<file path="config.mk">
export PLATFORM = sky130hd
export DESIGN_NAME = prog_fetch_unit_flat
export DESIGN_NICKNAME = d
export VERILOG_FILES = /design/src/rtl/prog_fetch_unit_if.sv /design/src/rtl/prog_fetch_unit.sv /design/src/flat_wrapper.sv
export SDC_FILE = /design/constraint.sdc
export NUM_CORES = 1
export LEC_CHECK = 0
export BUFFER_PORTS_ARGS = -buffer_cell sky130_fd_sc_hd__buf_2
export CORE_ASPECT_RATIO = 0.6
export CORE_MARGIN = 5
export CORE_UTILIZATION = 45
export DETAILED_ROUTE_END_ITERATION = 12
export PLACE_DENSITY = 0.74
export SYNTH_ARGS = -nofsm -noshare
export SYNTH_HDL_FRONTEND = slang
export SYNTH_SLANG_ARGS = --single-unit
</file>
<file path="constraint.sdc">
create_clock -name clk -period 2.1 [get_ports clk]
set_input_delay 0.105 -clock clk [delete_from_list [all_inputs] [get_ports clk]]
set_output_delay 0.105 -clock clk [all_outputs]
set_load 0.005 [all_outputs]
</file>
<file path="src/rtl/prog_fetch_unit_if.sv">
// -----------------------------------------------------------------------------
// prog_fetch_unit_if
//
// Bundles every non-clock/reset signal of the instruction fetch sequencer.
//   ROM side     : rom_addr, set_addr, en_data (driven by the fetch unit),
//                  rom_data, noi (driven by the ROM).
//   Consumer side: instr_valid, opcode, operand, two_byte, instr_pc, halted
//                  (driven by the fetch unit), instr_ready (driven by decode).
//   Control      : run (fetch enable), branch_en/branch_addr (redirect from
//                  execute).
//
// Modports:
//   master - the fetch unit itself.
//   slave  - the surrounding system (ROM + decode/execute).
// -----------------------------------------------------------------------------
interface prog_fetch_unit_if;
  logic       run;
  logic [7:0] noi;
  logic [7:0] rom_data;
  logic [7:0] rom_addr;
  logic       set_addr;
  logic       en_data;
  logic       instr_valid;
  logic       instr_ready;
  logic [7:0] opcode;
  logic [7:0] operand;
  logic       two_byte;
  logic [7:0] instr_pc;
  logic       branch_en;
  logic [7:0] branch_addr;
  logic       halted;

  modport master (
    input  run, noi, rom_data, instr_ready, branch_en, branch_addr,
    output rom_addr, set_addr, en_data, instr_valid, opcode, operand,
           two_byte, instr_pc, halted
  );

  modport slave (
    output run, noi, rom_data, instr_ready, branch_en, branch_addr,
    input  rom_addr, set_addr, en_data, instr_valid, opcode, operand,
           two_byte, instr_pc, halted
  );
endinterface

</file>
<file path="src/rtl/prog_fetch_unit.sv">
// -----------------------------------------------------------------------------
// prog_fetch_unit
//
// Instruction fetch sequencer sitting in front of the program ROM. It walks
// the program counter through the ROM, fetching an opcode byte and, for
// opcodes whose high nibble is flagged in TWO_BYTE_MASK, an operand byte.
// Each assembled instruction is offered to decode with a valid/ready
// handshake. Execute may redirect the PC at any time with branch_en; the unit
// halts once the PC reaches the program length noi.
//
// Ports:
//   clk    - system clock, rising edge active.
//   reset  - asynchronous, active-high reset.
//   bus    - prog_fetch_unit_if.master (ROM strobes, instruction handshake,
//            run / branch control, halted status).
//
// Parameters:
//   TWO_BYTE_MASK - bit n set: opcodes with high nibble n carry an operand.
//
// Strobe timing: set_addr and en_data are decoded from the current state, so
// an ADDR_* state presents the address and the following READ_* state reads
// the byte. rom_addr is held in a register whenever set_addr is low.
// -----------------------------------------------------------------------------
module prog_fetch_unit #(
  parameter logic [15:0] TWO_BYTE_MASK = 16'h0034
) (
  input logic          clk,
  input logic          reset,
  prog_fetch_unit_if.master bus
);

  typedef enum logic [2:0] {
    ADDR_OP,
    READ_OP,
    ADDR_ARG,
    READ_ARG,
    ISSUE,
    HALT
  } state_t;

  state_t     state_q,    state_d;
  logic [7:0] pc_q,       pc_d;
  logic [7:0] opcode_q,   opcode_d;
  logic [7:0] operand_q,  operand_d;
  logic       two_byte_q, two_byte_d;
  logic [7:0] instr_pc_q, instr_pc_d;
  logic [7:0] rom_addr_q;

  logic       set_addr;
  logic       en_data;
  logic       instr_valid;
  logic       halted;
  logic [7:0] rom_addr;

  // ---------------------------------------------------------------------------
  // Next-state and strobe decode
  // ---------------------------------------------------------------------------
  always_comb begin
    // NOTE: every signal written here gets a default first, so no path can
    // leave one unassigned and infer a latch.
    state_d     = state_q;
    pc_d        = pc_q;
    opcode_d    = opcode_q;
    operand_d   = operand_q;
    two_byte_d  = two_byte_q;
    instr_pc_d  = instr_pc_q;
    set_addr    = 1'b0;
    en_data     = 1'b0;
    instr_valid = 1'b0;
    halted      = 1'b0;

    unique case (state_q)
      ADDR_OP: begin
        // The noi bound is checked before run so a finished program halts
        // even while fetch is disabled.
        if (pc_q >= bus.noi) begin
          state_d = HALT;
        end else if (bus.run) begin
          set_addr   = 1'b1;
          instr_pc_d = pc_q;
          state_d    = READ_OP;
        end
      end

      READ_OP: begin
        en_data    = 1'b1;
        opcode_d   = bus.rom_data;
        operand_d  = 8'h00;
        pc_d       = pc_q + 8'd1;
        two_byte_d = TWO_BYTE_MASK[bus.rom_data[7:4]];
        state_d    = TWO_BYTE_MASK[bus.rom_data[7:4]] ? ADDR_ARG : ISSUE;
      end

      // The operand byte is fetched even if pc has just reached noi.
      ADDR_ARG: begin
        set_addr = 1'b1;
        state_d  = READ_ARG;
      end

      READ_ARG: begin
        en_data   = 1'b1;
        operand_d = bus.rom_data;
        pc_d      = pc_q + 8'd1;
        state_d   = ISSUE;
      end

      ISSUE: begin
        instr_valid = 1'b1;
        if (bus.instr_ready) begin
          state_d = ADDR_OP;
        end
      end

      HALT: begin
        halted = 1'b1;
      end

      default: begin
        state_d = ADDR_OP;
      end
    endcase

    // A redirect overrides whatever the state machine decided: the fetch in
    // flight is dropped (no capture, no increment, no ROM strobe) and the
    // next cycle starts an opcode fetch at the target. An ISSUE handshake in
    // the same cycle still completes because instr_valid is left alone.
    if (bus.branch_en) begin
      pc_d       = bus.branch_addr;
      state_d    = ADDR_OP;
      opcode_d   = opcode_q;
      operand_d  = operand_q;
      two_byte_d = two_byte_q;
      instr_pc_d = instr_pc_q;
      set_addr   = 1'b0;
      en_data    = 1'b0;
    end

    // Reset parks the FSM in ADDR_OP, which would otherwise raise set_addr
    // while reset is still asserted; keep the ROM quiet until release.
    if (reset) begin
      set_addr = 1'b0;
      en_data  = 1'b0;
    end
  end

  // rom_addr follows pc while an address is being presented and otherwise
  // repeats the last presented address.
  assign rom_addr = set_addr ? pc_q : rom_addr_q;

  // ---------------------------------------------------------------------------
  // State registers
  // ---------------------------------------------------------------------------
  // NOTE: all of these are control/datapath flops and every one has a defined
  // reset value; there is no memory array here to leave uninitialised.
  always_ff @(posedge clk or posedge reset) begin
    if (reset) begin
      state_q    <= ADDR_OP;
      pc_q       <= 8'h00;
      opcode_q   <= 8'h00;
      operand_q  <= 8'h00;
      two_byte_q <= 1'b0;
      instr_pc_q <= 8'h00;
      rom_addr_q <= 8'h00;
    end else begin
      // NOTE: non-blocking assignments so every flop samples the values from
      // before this edge, independent of statement order.
      state_q    <= state_d;
      pc_q       <= pc_d;
      opcode_q   <= opcode_d;
      operand_q  <= operand_d;
      two_byte_q <= two_byte_d;
      instr_pc_q <= instr_pc_d;
      rom_addr_q <= rom_addr;
    end
  end

  // ---------------------------------------------------------------------------
  // Outputs
  // ---------------------------------------------------------------------------
  assign bus.rom_addr    = rom_addr;
  assign bus.set_addr    = set_addr;
  assign bus.en_data     = en_data;
  assign bus.instr_valid = instr_valid;
  assign bus.opcode      = opcode_q;
  assign bus.operand     = operand_q;
  assign bus.two_byte    = two_byte_q;
  assign bus.instr_pc    = instr_pc_q;
  assign bus.halted      = halted;

  // ---------------------------------------------------------------------------
  // Protocol properties
  // ---------------------------------------------------------------------------
  // The ROM cannot latch an address and drive data in the same cycle.
  a_strobe_exclusive : assert property (
    @(posedge clk) disable iff (reset) !(set_addr && en_data)
  );

  // A pending instruction stays put until decode takes it or a redirect
  // discards it.
  a_issue_stable : assert property (
    @(posedge clk) disable iff (reset)
    (instr_valid && !bus.instr_ready && !bus.branch_en) |=>
      (instr_valid && $stable(opcode_q) && $stable(operand_q) &&
       $stable(two_byte_q) && $stable(instr_pc_q))
  );

endmodule
</file>
<file path="src/flat_wrapper.sv">
// flat-port wrapper written by rule: the top's interface ports become plain ports
module prog_fetch_unit_flat 
#(
  parameter logic [15:0] TWO_BYTE_MASK = 16'h0034
)
  (clk, reset, bus_run, bus_noi, bus_rom_data, bus_instr_ready, bus_branch_en, bus_branch_addr, bus_rom_addr, bus_set_addr, bus_en_data, bus_instr_valid, bus_opcode, bus_operand, bus_two_byte, bus_instr_pc, bus_halted);
  prog_fetch_unit_if bus_i ();
  input logic clk;
  input logic reset;
  input wire logic [$bits(bus_i.run)-1:0] bus_run;
  input wire logic [$bits(bus_i.noi)-1:0] bus_noi;
  input wire logic [$bits(bus_i.rom_data)-1:0] bus_rom_data;
  input wire logic [$bits(bus_i.instr_ready)-1:0] bus_instr_ready;
  input wire logic [$bits(bus_i.branch_en)-1:0] bus_branch_en;
  input wire logic [$bits(bus_i.branch_addr)-1:0] bus_branch_addr;
  output wire logic [$bits(bus_i.rom_addr)-1:0] bus_rom_addr;
  output wire logic [$bits(bus_i.set_addr)-1:0] bus_set_addr;
  output wire logic [$bits(bus_i.en_data)-1:0] bus_en_data;
  output wire logic [$bits(bus_i.instr_valid)-1:0] bus_instr_valid;
  output wire logic [$bits(bus_i.opcode)-1:0] bus_opcode;
  output wire logic [$bits(bus_i.operand)-1:0] bus_operand;
  output wire logic [$bits(bus_i.two_byte)-1:0] bus_two_byte;
  output wire logic [$bits(bus_i.instr_pc)-1:0] bus_instr_pc;
  output wire logic [$bits(bus_i.halted)-1:0] bus_halted;
  assign bus_i.run = bus_run;
  assign bus_i.noi = bus_noi;
  assign bus_i.rom_data = bus_rom_data;
  assign bus_i.instr_ready = bus_instr_ready;
  assign bus_i.branch_en = bus_branch_en;
  assign bus_i.branch_addr = bus_branch_addr;
  assign bus_rom_addr = bus_i.rom_addr;
  assign bus_set_addr = bus_i.set_addr;
  assign bus_en_data = bus_i.en_data;
  assign bus_instr_valid = bus_i.instr_valid;
  assign bus_opcode = bus_i.opcode;
  assign bus_operand = bus_i.operand;
  assign bus_two_byte = bus_i.two_byte;
  assign bus_instr_pc = bus_i.instr_pc;
  assign bus_halted = bus_i.halted;
  prog_fetch_unit #(.TWO_BYTE_MASK(TWO_BYTE_MASK)) u_core (.clk(clk), .reset(reset), .bus(bus_i));
endmodule
</file>
==> impl_results.md <==
- Yosys warnings: 0
- Clock skew: 0.00919 ns
- DR top layer: met4
- Area share of the largest cell type after synthesis: 0.512
- Total gr overflow: 0
- CTS clock-pin slew for the worst setup and hold paths: 0.08 ns
- Critical Path RT: 2.00 ns
- Max Freq: 412 MHz
- Vias in the first global route: 1795
- CP arrival: 2.32 ns
- Worst Hold Class: in -> reg
- Pins Over Slew Limit: 0
- Die Ht: 63.6 um
- Num CTS Buffers: 5
- Final period util: 1.16
- Critical path startpoint: u_core.pc_q[0]
- Post-Synth Simple-Gate Area: 0.129
- Pwr Density: 1040 nW/um^2
- 1st-iter DRT viols: 93
- Startpoint Class: register
- Initial antenna violation count: 0
- Synth Area in Compound Gates: 0.0948
- Clk Tree Root Cell: clkbuf_8
- Commonest non-fill, non-tap cell in the layout: buf_2
- Filler cells: 411
- Status: complete, but fails checks
- Total number of vias: 1729
- # DRC: 0
- Setup Viol. Count Final: 9
- CTS tree: done
- Synth cell types: 39
- DRT antenna net count: 0
- Seq/Total Area, Yosys: 0.512
- Crit path max fanout: 9
- Area Overhead vs Synth: 27.3%
- Multiplexer share of the synthesized area: 0.130
- Final design utilization: 0.597
- Design Power: 2.84 mW
- WL met3: 365 um
- Initial core utilization: 0.469
- RSZ-0062 raised after global routing: true
- Tot GR Track Use: 0.173
- Crit path cell chain: inv_1, ha_1, nand2b_4, a2111o_1, a31oi_4, o21ai_4, mux2_2, buf_2
- Dominant cells by area after synthesis: dfrtp_1, mux2_2, ha_1, o21ai_0, nand2_1
- Hold Path Origin: bus_branch_addr[3]
- Final WS setup: -0.326 ns
- Syn Inst Count: 198
- Maximum number of pins on one net before global-route repair: 26
- Sequential cell area: 1100 sq um
- Final Critical Period: 2.43 ns
- Crit-path slowest cell: a2111o_1
- CP max stage delay: 0.46 ns
- First-pass DRT Iterations: 4
- Clk buf depth: 2
- Max_cap viols: 0
- RR Startpoint: u_core.pc_q[0]
- Synthesized cell area: 2150 sq um
- Most frequent cells in the layout: buf_2, dfrtp_1, nand2_1
- WS Path Type: reg -> out
- Port buffer count: 65
- Max_slew headroom: 0.616
- Maximum vdd ir drop: 0.716 mV
- Failing checks: negative setup slack
- Leakage dissipation: 1.40 nW
- Final Hold Vio Count: 0
- Clock latency on the worst-skew pair: 0.30 ns
- DP Worst Slack: -0.0560 ns
- First-pass GRT wire length: 8610 um
- Vias per Instance: 5.07
- Syn_area_per_cell: 10.9 sq um
- # IOs: 66
- Layout cell share with drive strength beyond 1: 0.428
- Largest family of logic cells by synthesized area: multiplexers
- Adder-Cell Fraction of Synth Area: 0.0523
- Num rows: 19
- Die Footprint: 6310 sq um
- Die X: 99.3 um
- Met2 WL: 2150 um
- CP endpoint kind: primary output
- Synth area leader: dfrtp_1
- Post-placement cell count: 331
- Placer's final routability congestion estimate: 0.753
- M1 WL: 2460 um
- Worst slew pin tran: 0.570 ns
- Final instance count without filler cells: 341
- Final WL: 5040 um
- Core area: 4590 sq um
- ANT cells: 0
- Multi-input gate area: 963 sq um
- H-tree Lvls: 2
- XOR/XNOR Fraction of Synth Area: 0.0285
- Post-Syn Nets: 236
- DR WL/cell: 14.8 um
- Register bit total from synthesis: 44
- Clock sink total: 44
- Final Cell Area: 2740 sq um
- Nets: 316
- Final HPWL DP: 3810 um
- Placed cell area: 2610 sq um
==> per-stage QoR <==
step	hold WS (ns)	TNS, ns
after CTS	0.00557	-2.74
after global routing	0.0271	-4.29
after detailed placement	0.110	-0.396
final	0.00886	-2.76
after floorplan	0.226	0
after global placement	0.105	-0.00193
==> what timing repair did <==
action / 4_1_cts / 5_1_grt
endpoints found under the setup margin: 9 / 22
hold buffers: 1 / 0
gates cloned: 0 / 0
hold endpoints to repair: 13 / 0
buffers inserted: 0 / 2
resized for setup: 3 / 1
==> cells in the mapped netlist <==
cell	number
a2111o_1	1
a21oi_1	3
a221oi_1	1
a31oi_2	1
a41oi_1	1
and3_1	2
and3_2	1
and4_1	1
buf_2	2
buf_4	1
buf_6	2
clkbuf_1	4
dfrtp_1	44
ha_1	9
inv_1	16
mux2_2	24
mux2i_1	1
nand2_1	26
nand2_2	1
nand2b_1	2
nand2b_4	1
nand3_1	3
nand4_1	3
nor2_1	3
nor2_2	1
nor2b_1	3
nor3_1	3
nor3b_1	1
nor4_1	2
o211ai_1	1
o21ai_0	20
o21ai_2	1
o21bai_1	1
o31ai_1	2
o32ai_1	1
or3_1	1
or4_1	1
xnor2_1	1
xor2_1	6
==> state kept, by name, summed over array words and instances (netlist names) <==
register	flops
u_core.bus.instr_pc	8
u_core.bus.opcode	8
u_core.bus.operand	8
u_core.bus.two_byte	1
u_core.pc_q	8
u_core.rom_addr_q	8
u_core.state_q	3
==> worst max-delay path: cells and delay by family (launching register included) <==
kind                     cells  cell delay (ns)
buffers and inverters        2             0.17
AND/OR/NAND/NOR              1             0.13
AO/OA/AOI/OAI                3             0.79
flip-flops                   1             0.35
multiplexers                 1             0.33
adder cells (fa/ha/maj)      1             0.26
==> final cells by class <==
cell class                      count  share of cell area
Sequential cell                    44               0.402
Multi-Input combinational cell    129               0.352
Timing Repair Buffer               82               0.166
Tap cell                           63              0.0288
Clock buffer                        5              0.0251
Inverter                           16              0.0219
Clock inverter                      2             0.00457
==> cell families after synthesis <==
| group | count (synthesis) |
|---|---|
| AO/OA/AOI/OAI | 33 |
| XOR/XNOR | 7 |
| adder cells (fa/ha/maj) | 9 |
| buffers and inverters | 25 |
| flip-flops | 44 |
| multiplexers | 25 |
| AND/OR/NAND/NOR | 55 |
==> final timing paths <==
path                       slack (ns)  cells after the start                      to
max                             -0.33                      8         bus_rom_addr[4]
min                             0.009                      3          u_core.pc_q[3]
max reg2reg                      0.02                      8  u_core.bus.instr_pc[3]
min reg2reg                      0.48                      2   u_core.bus.operand[3]
max in group asynchronous        0.96                      5  u_core.bus.instr_pc[0]
min in group asynchronous        0.33                      3    u_core.bus.opcode[6]
==> metal layers <==
layer,track usage,up-vias
met1,0.250,828
met3,0.0540,8
met4,0.0511,0
met2,0.246,52
li1,-,841
met5,0,-
==> power breakdown <==
group	leakage [nW]	switching, mW	internal [mW]	total (mW)
clock network	0.0400	0.280	0.225	0.505
registers	0.553	0.144	1.13	1.28
logic	0.804	0.484	0.575	1.06
total	1.40	0.907	1.93	2.84
No activity file was read; power rests on OpenSTA's default activity.
